$ cat src/rtl/sd_host_cmd.sv
// SD CMD-line host: divides wb_clk into the card clock, sends 48-bit command
// frames with CRC7 and collects/checks 48-bit or 136-bit responses.
module sd_host_cmd #(
  parameter int CLK_DIV = 2,
  parameter int TIMEOUT = 64
) (
  input  logic         wb_clk,
  input  logic         wb_rst,
  input  logic         cmd_valid,
  output logic         cmd_ready,
  input  logic [5:0]   cmd_index,
  input  logic [31:0]  cmd_arg,
  input  logic [1:0]   rsp_type,
  output logic         rsp_valid,
  output logic [5:0]   rsp_index,
  output logic [127:0] rsp_data,
  output logic         rsp_crc_err,
  output logic         rsp_timeout,
  output logic         sd_clk_o,
  output logic         sd_cmd_o,
  output logic         sd_cmd_t,
  input  logic         sd_cmd_i
);
  localparam int DW = (CLK_DIV > 1) ? $clog2(CLK_DIV) : 1;
  localparam int TW = $clog2(TIMEOUT + 1);
  localparam int CW = (TW > 8) ? TW : 8;

  typedef enum logic [2:0] {IDLE, SEND, WAIT, RECV, GAP} state_t;

  function automatic logic [6:0] crc7_step(input logic [6:0] crc, input logic din);
    logic fb;
    fb = din ^ crc[6];
    return {crc[5:0], 1'b0} ^ (fb ? 7'h09 : 7'h00);
  endfunction

  function automatic logic [6:0] crc7_40(input logic [39:0] bits);
    logic [6:0] c;
    c = '0;
    for (int i = 39; i >= 0; i--) c = crc7_step(c, bits[i]);
    return c;
  endfunction

  state_t         state_q, state_d;
  logic [DW-1:0]  div_cnt_q, div_cnt_d;
  logic           sd_clk_q, sd_clk_d;
  logic           cmd_o_q, cmd_o_d;
  logic           cmd_t_q, cmd_t_d;
  logic [47:0]    tx_q, tx_d;
  logic [127:0]   rx_q, rx_d;
  logic [CW-1:0]  cnt_q, cnt_d;
  logic [6:0]     crc_q, crc_d;
  logic [1:0]     type_q, type_d;
  logic           rsp_valid_q, rsp_valid_d;
  logic [5:0]     rsp_index_q, rsp_index_d;
  logic [127:0]   rsp_data_q, rsp_data_d;
  logic           crc_err_q, crc_err_d;
  logic           timeout_q, timeout_d;

  logic           wrap, rise_tick, fall_tick, is_r2, crc_en;
  logic [CW-1:0]  n_bits;

  assign wrap      = (div_cnt_q == DW'(CLK_DIV - 1));
  assign rise_tick = wrap & ~sd_clk_q;
  assign fall_tick = wrap & sd_clk_q;
  assign is_r2     = (type_q == 2'b10);
  assign n_bits    = is_r2 ? CW'(136) : CW'(48);
  // cnt_q is the position of the incoming bit; R2 skips its 8-bit header in the CRC
  assign crc_en    = is_r2 ? (cnt_q >= CW'(8) && cnt_q < CW'(128)) : (cnt_q < CW'(40));

  always_comb begin
    div_cnt_d   = wrap ? '0 : div_cnt_q + DW'(1);
    sd_clk_d    = sd_clk_q ^ wrap;
    state_d     = state_q;
    cmd_o_d     = cmd_o_q;
    cmd_t_d     = cmd_t_q;
    tx_d        = tx_q;
    rx_d        = rx_q;
    cnt_d       = cnt_q;
    crc_d       = crc_q;
    type_d      = type_q;
    rsp_valid_d = 1'b0;
    rsp_index_d = rsp_index_q;
    rsp_data_d  = rsp_data_q;
    crc_err_d   = crc_err_q;
    timeout_d   = timeout_q;
    unique case (state_q)
      IDLE: begin
        if (cmd_valid) begin
          type_d  = rsp_type;
          tx_d    = {2'b01, cmd_index, cmd_arg, crc7_40({2'b01, cmd_index, cmd_arg}), 1'b1};
          cnt_d   = '0;
          state_d = SEND;
        end
      end
      SEND: begin
        if (fall_tick) begin
          if (cnt_q == CW'(48)) begin
            cmd_t_d = 1'b1;
            cmd_o_d = 1'b1;
            cnt_d   = '0;
            if (type_q == 2'b00) begin
              rsp_valid_d = 1'b1;
              rsp_index_d = 6'h3F;
              crc_err_d   = 1'b0;
              timeout_d   = 1'b0;
              state_d     = GAP;
            end else begin
              state_d = WAIT;
            end
          end else begin
            cmd_t_d = 1'b0;
            cmd_o_d = tx_q[47];
            tx_d    = {tx_q[46:0], 1'b0};
            cnt_d   = cnt_q + CW'(1);
          end
        end
      end
      WAIT: begin
        if (rise_tick) begin
          if (!sd_cmd_i) begin
            // start bit already counted; CRC of a leading zero is still zero
            rx_d    = '0;
            crc_d   = '0;
            cnt_d   = CW'(1);
            state_d = RECV;
          end else if (cnt_q == CW'(TIMEOUT - 1)) begin
            rsp_valid_d = 1'b1;
            timeout_d   = 1'b1;
            crc_err_d   = 1'b0;
            cnt_d       = '0;
            state_d     = GAP;
          end else begin
            cnt_d = cnt_q + CW'(1);
          end
        end
      end
      RECV: begin
        if (cnt_q == n_bits) begin
          rsp_valid_d = 1'b1;
          timeout_d   = 1'b0;
          crc_err_d   = ~rx_q[0] | ((type_q != 2'b11) && (crc_q != rx_q[7:1]));
          if (is_r2) begin
            rsp_index_d = 6'h3F;
            rsp_data_d  = rx_q;
          end else begin
            rsp_index_d = rx_q[45:40];
            rsp_data_d  = {96'b0, rx_q[39:8]};
          end
          cnt_d   = '0;
          state_d = GAP;
        end else if (rise_tick) begin
          rx_d  = {rx_q[126:0], sd_cmd_i};
          cnt_d = cnt_q + CW'(1);
          if (crc_en) crc_d = crc7_step(crc_q, sd_cmd_i);
        end
      end
      GAP: begin
        if (rise_tick) begin
          if (cnt_q == CW'(7)) begin
            cnt_d   = '0;
            state_d = IDLE;
          end else begin
            cnt_d = cnt_q + CW'(1);
          end
        end
      end
      default: state_d = IDLE;
    endcase
  end

  always_ff @(posedge wb_clk) begin
    if (wb_rst) begin
      state_q     <= IDLE;
      div_cnt_q   <= '0;
      sd_clk_q    <= 1'b0;
      cmd_o_q     <= 1'b1;
      cmd_t_q     <= 1'b1;
      tx_q        <= '0;
      rx_q        <= '0;
      cnt_q       <= '0;
      crc_q       <= '0;
      type_q      <= '0;
      rsp_valid_q <= 1'b0;
      rsp_index_q <= '0;
      rsp_data_q  <= '0;
      crc_err_q   <= 1'b0;
      timeout_q   <= 1'b0;
    end else begin
      state_q     <= state_d;
      div_cnt_q   <= div_cnt_d;
      sd_clk_q    <= sd_clk_d;
      cmd_o_q     <= cmd_o_d;
      cmd_t_q     <= cmd_t_d;
      tx_q        <= tx_d;
      rx_q        <= rx_d;
      cnt_q       <= cnt_d;
      crc_q       <= crc_d;
      type_q      <= type_d;
      rsp_valid_q <= rsp_valid_d;
      rsp_index_q <= rsp_index_d;
      rsp_data_q  <= rsp_data_d;
      crc_err_q   <= crc_err_d;
      timeout_q   <= timeout_d;
    end
  end

  assign cmd_ready   = (state_q == IDLE);
  assign rsp_valid   = rsp_valid_q;
  assign rsp_index   = rsp_index_q;
  assign rsp_data    = rsp_data_q;
  assign rsp_crc_err = crc_err_q;
  assign rsp_timeout = timeout_q;
  assign sd_clk_o    = sd_clk_q;
  assign sd_cmd_o    = cmd_o_q;
  assign sd_cmd_t    = cmd_t_q;
endmodule

$ cat config.mk
export PLATFORM = sky130hd
export DESIGN_NAME = sd_host_cmd
export DESIGN_NICKNAME = d
export VERILOG_FILES = /design/src/rtl/sd_host_cmd.sv
export SDC_FILE = /design/constraint.sdc
export NUM_CORES = 1
export LEC_CHECK = 0
export ABC_AREA = 1
export CORE_AREA = 4 4 159 222
export CTS_BUF_LIST = sky130_fd_sc_hd__clkbuf_16
export CTS_CLUSTER_SIZE = 10
export DETAILED_ROUTE_END_ITERATION = 10
export DIE_AREA = 0 0 163 226
export PLACE_DENSITY = 0.74
export SYNTH_ARGS = -nofsm -noshare
export SYNTH_HDL_FRONTEND = slang
export SYNTH_SLANG_ARGS = --single-unit
export TNS_END_PERCENT = 5
$ cat constraint.sdc
create_clock -name wb_clk -period 3.2 [get_ports wb_clk]
set_input_delay 0.96 -clock wb_clk [delete_from_list [all_inputs] [get_ports wb_clk]]
set_output_delay 0.96 -clock wb_clk [all_outputs]
set_load 0.02 [all_outputs]
==> flow_metrics.tcl <==
set metrics [dict create \
    cap_violations 0 \
    numCtsBuffers 40 \
    synth_top_cell_by_area "dfxtp_1" \
    grtUsageMet2_pct 38.0 \
    die_height_um 226 \
    pin_count 185 \
    vias_per_cell 5.19 \
    nNetsFinal 2307 \
    hold_viol 0 \
    clkTransAtPathRegs_ps 50 \
    rsz0062_at_grt "no" \
    ys_top_cells_by_area "dfxtp_1 46%, nand2_1 11%, inv_1 8.6%" \
    grt_pass1_wl_um 64400 \
    die_area_mm2 0.0368 \
    crit_chain "nor2_1 > inv_1 > nor2_1 > clkdlybuf4s50_1" \
    drive_gt1_share_pct 6.58 \
    finalPower_mw 11.4 \
    synth-warning-count 0 \
    track_usage_pct 20.8 \
    finalSetupViolations 0 \
    core_area_mm2 0.0332 \
    clock.fmax_mhz 321 \
    crit_top_cell "nor2_1" \
    cts_sinks 337 \
    port_buffers 184 \
    cts_tree "built" \
    yosysUniqueCellTypes 36 \
    drt_iter0_markers 924 \
    crit_family "buffers and inverters" \
    cellPowerDensity_mw_per_mm2 622 \
    synthesis.nets 2172 \
    drt_first_pass_iters 5 \
    ir_drop_uv 430 \
    antenna_found_initial 0 \
    wl_um 39600 \
    cp_num_buf_inv 2 \
    hold_ws_ps 459 \
    post-place-ws_ps -617 \
    synthArstFlopShare_pct 0 \
    period_share_pct 97.3 \
    clock_skew_ps 14.0 \
    seq_area_frac_synth_pct 45.6 \
    syn_area_mm2 0.0148 \
    final-max-slew-violation-count 0 \
    clock_path_buffers 3 \
    use_met1_pct 23.9 \
    startpoint_type "flop" \
    wl_per_cell_um 14.6 \
    synth_ff_type "dfxtp_1" \
    fin_ws_ps 86.8 \
    critical_path_class "flop to output pin" \
    area_growth_syn_to_layout_pct 23.4 \
    syn_inst 2124 \
    die_x_um 163 \
    critPathArrivalTime_ps 2150 \
    min_period_ps 3110 \
    postSynthAreaPerCell_um2 6.97 \
    place.gp.congestion 0.887 \
    path_max_fanout 5 \
    synth_most_common_cell "nand2_1" \
    drc 0 \
    ys_top_cells_by_count "447 x nand2_1, 340 x inv_1, 337 x dfxtp_1" \
    top_usage_layer "met2" \
    h-tree-depth 2 \
    hold_path.class "flop to flop" \
    diodes 0 \
    grt_pass1_vias 13600 \
    synth-seq-cells 337 \
    post-route-util_pct 55.0 \
    max_stage_delay_ps 750 \
    required_ps 2240 \
    relSlewSlack_pct 36.3 \
    end_kind "output pin" \
    critPathSlowestCell "clkdlybuf4s50_1" \
    netlist.area_leader.share_pct 45.6 \
    holdBufCountCts 0 \
    initial_core_util_pct 44.6 \
    synth_edf_count 0 \
    leakage_nw 6.87 \
    tightest_slew_ps 955 \
    status "complete, no violations" \
    ant_nets 0 \
    overflow 0 \
    grt_max_degree 161 \
    dp_hpwl_um 26500 \
    clk_latency_ps 520 \
    rows 79 \
    root_buffer "clkbuf_16" \
    use_met3_pct 4.51 \
    num_vias 14100 \
]
[per-stage QoR]
step / TNS, ps / std cells / instance area, um^2
6_report: 0 / 2708 / 18300
5_1_grt: 0 / 2708 / 18300
4_1_cts: 0 / 2708 / 18200
3_5_place_dp: -3810 / 2662 / 17200
3_3_place_gp: -3030 / 2662 / 17200
2_1_floorplan: 0 / 2124 / 14800
[cells in the final DEF (no fill, tap or decap), types with 3 or more instances in the layout]
master and count:
nand2_1 442, inv_1 342, dfxtp_1 337, nor2_1 170, clkdlybuf4s50_1 169, nand3_1 164, a21oi_1 135, o22ai_1 131
o21ai_0 87, a31oi_1 70, clkbuf_16 40, nand2_2 38, buf_4 26, dlymetal6s2s_1 13, inv_2 12, buf_12 11
nand3b_1 9, nor3_1 8, a211oi_1 7, nand3_2 4, nand4_1 4, ha_1 4, o21ai_1 3, xnor2_1 3
nor2_2 3, o211ai_1 3, xor2_1 3
[timing repair]
item | in CTS | in global routing
setup endpoints to repair | 3 | 7
resized for setup | 3 | 20
pin swaps | 0 | 2
setup buffers | 0 | 0
[flip-flops by register name, indices dropped and copies added, names as in the netlist]
signal	cells
cnt_q	8
crc_q	7
div_cnt_q	1
rsp_crc_err	1
rsp_data	128
rsp_index	6
rsp_timeout	1
rsp_valid	1
rx_q	128
sd_clk_o	1
sd_cmd_o	1
sd_cmd_t	1
state_q	3
tx_q	48
type_q	2
[worst paths after layout]
kind	start	end	slack (ps)	depth (start not counted)
worst max-delay path	state_q[1]$_SDFFE_PP0P_	cmd_ready	90	4
worst min-delay path	div_cnt_q$_SDFF_PP0_	div_cnt_q$_SDFF_PP0_	460	1
worst max register to register	state_q[0]$_SDFFE_PP0P_	rsp_data[40]$_SDFFE_PP0P_	610	9
worst min register to register	div_cnt_q$_SDFF_PP0_	div_cnt_q$_SDFF_PP0_	460	1
[layout make-up]
class | count | area [um^2]
Sequential cell | 337 | 6750
Fill cell | 3134 | 15000
Clock inverter | 6 | 46.3
Multi-Input combinational cell | 1306 | 6300
Timing Repair Buffer | 221 | 2290
Clock buffer | 40 | 1000
Tap cell | 445 | 557
Inverter | 353 | 1330
[routing by layer]
metal  routed length (um)  vias up
met2                20200      332
met4                 1090        0
met3                 2220       72
met1                16100     6553
met5                    0        -
li1                     -     7093
[cells by family after synthesis]
family | share of synthesized area, %
AO/OA/AOI/OAI | 17.1
XOR/XNOR | 0.414
adder cells (fa/ha/maj) | 0.338
buffers and inverters | 12.4
flip-flops | 45.6
AND/OR/NAND/NOR | 24.2
[power by group]
part           internal (mW)  switching [mW]  total (mW)
Sequential              4.57           0.208        4.78
Combinational          0.883            1.86        2.75
Clock                   2.22            1.61        3.83
Total                   7.67            3.68        11.4
(Power assumes the default switching activity.)
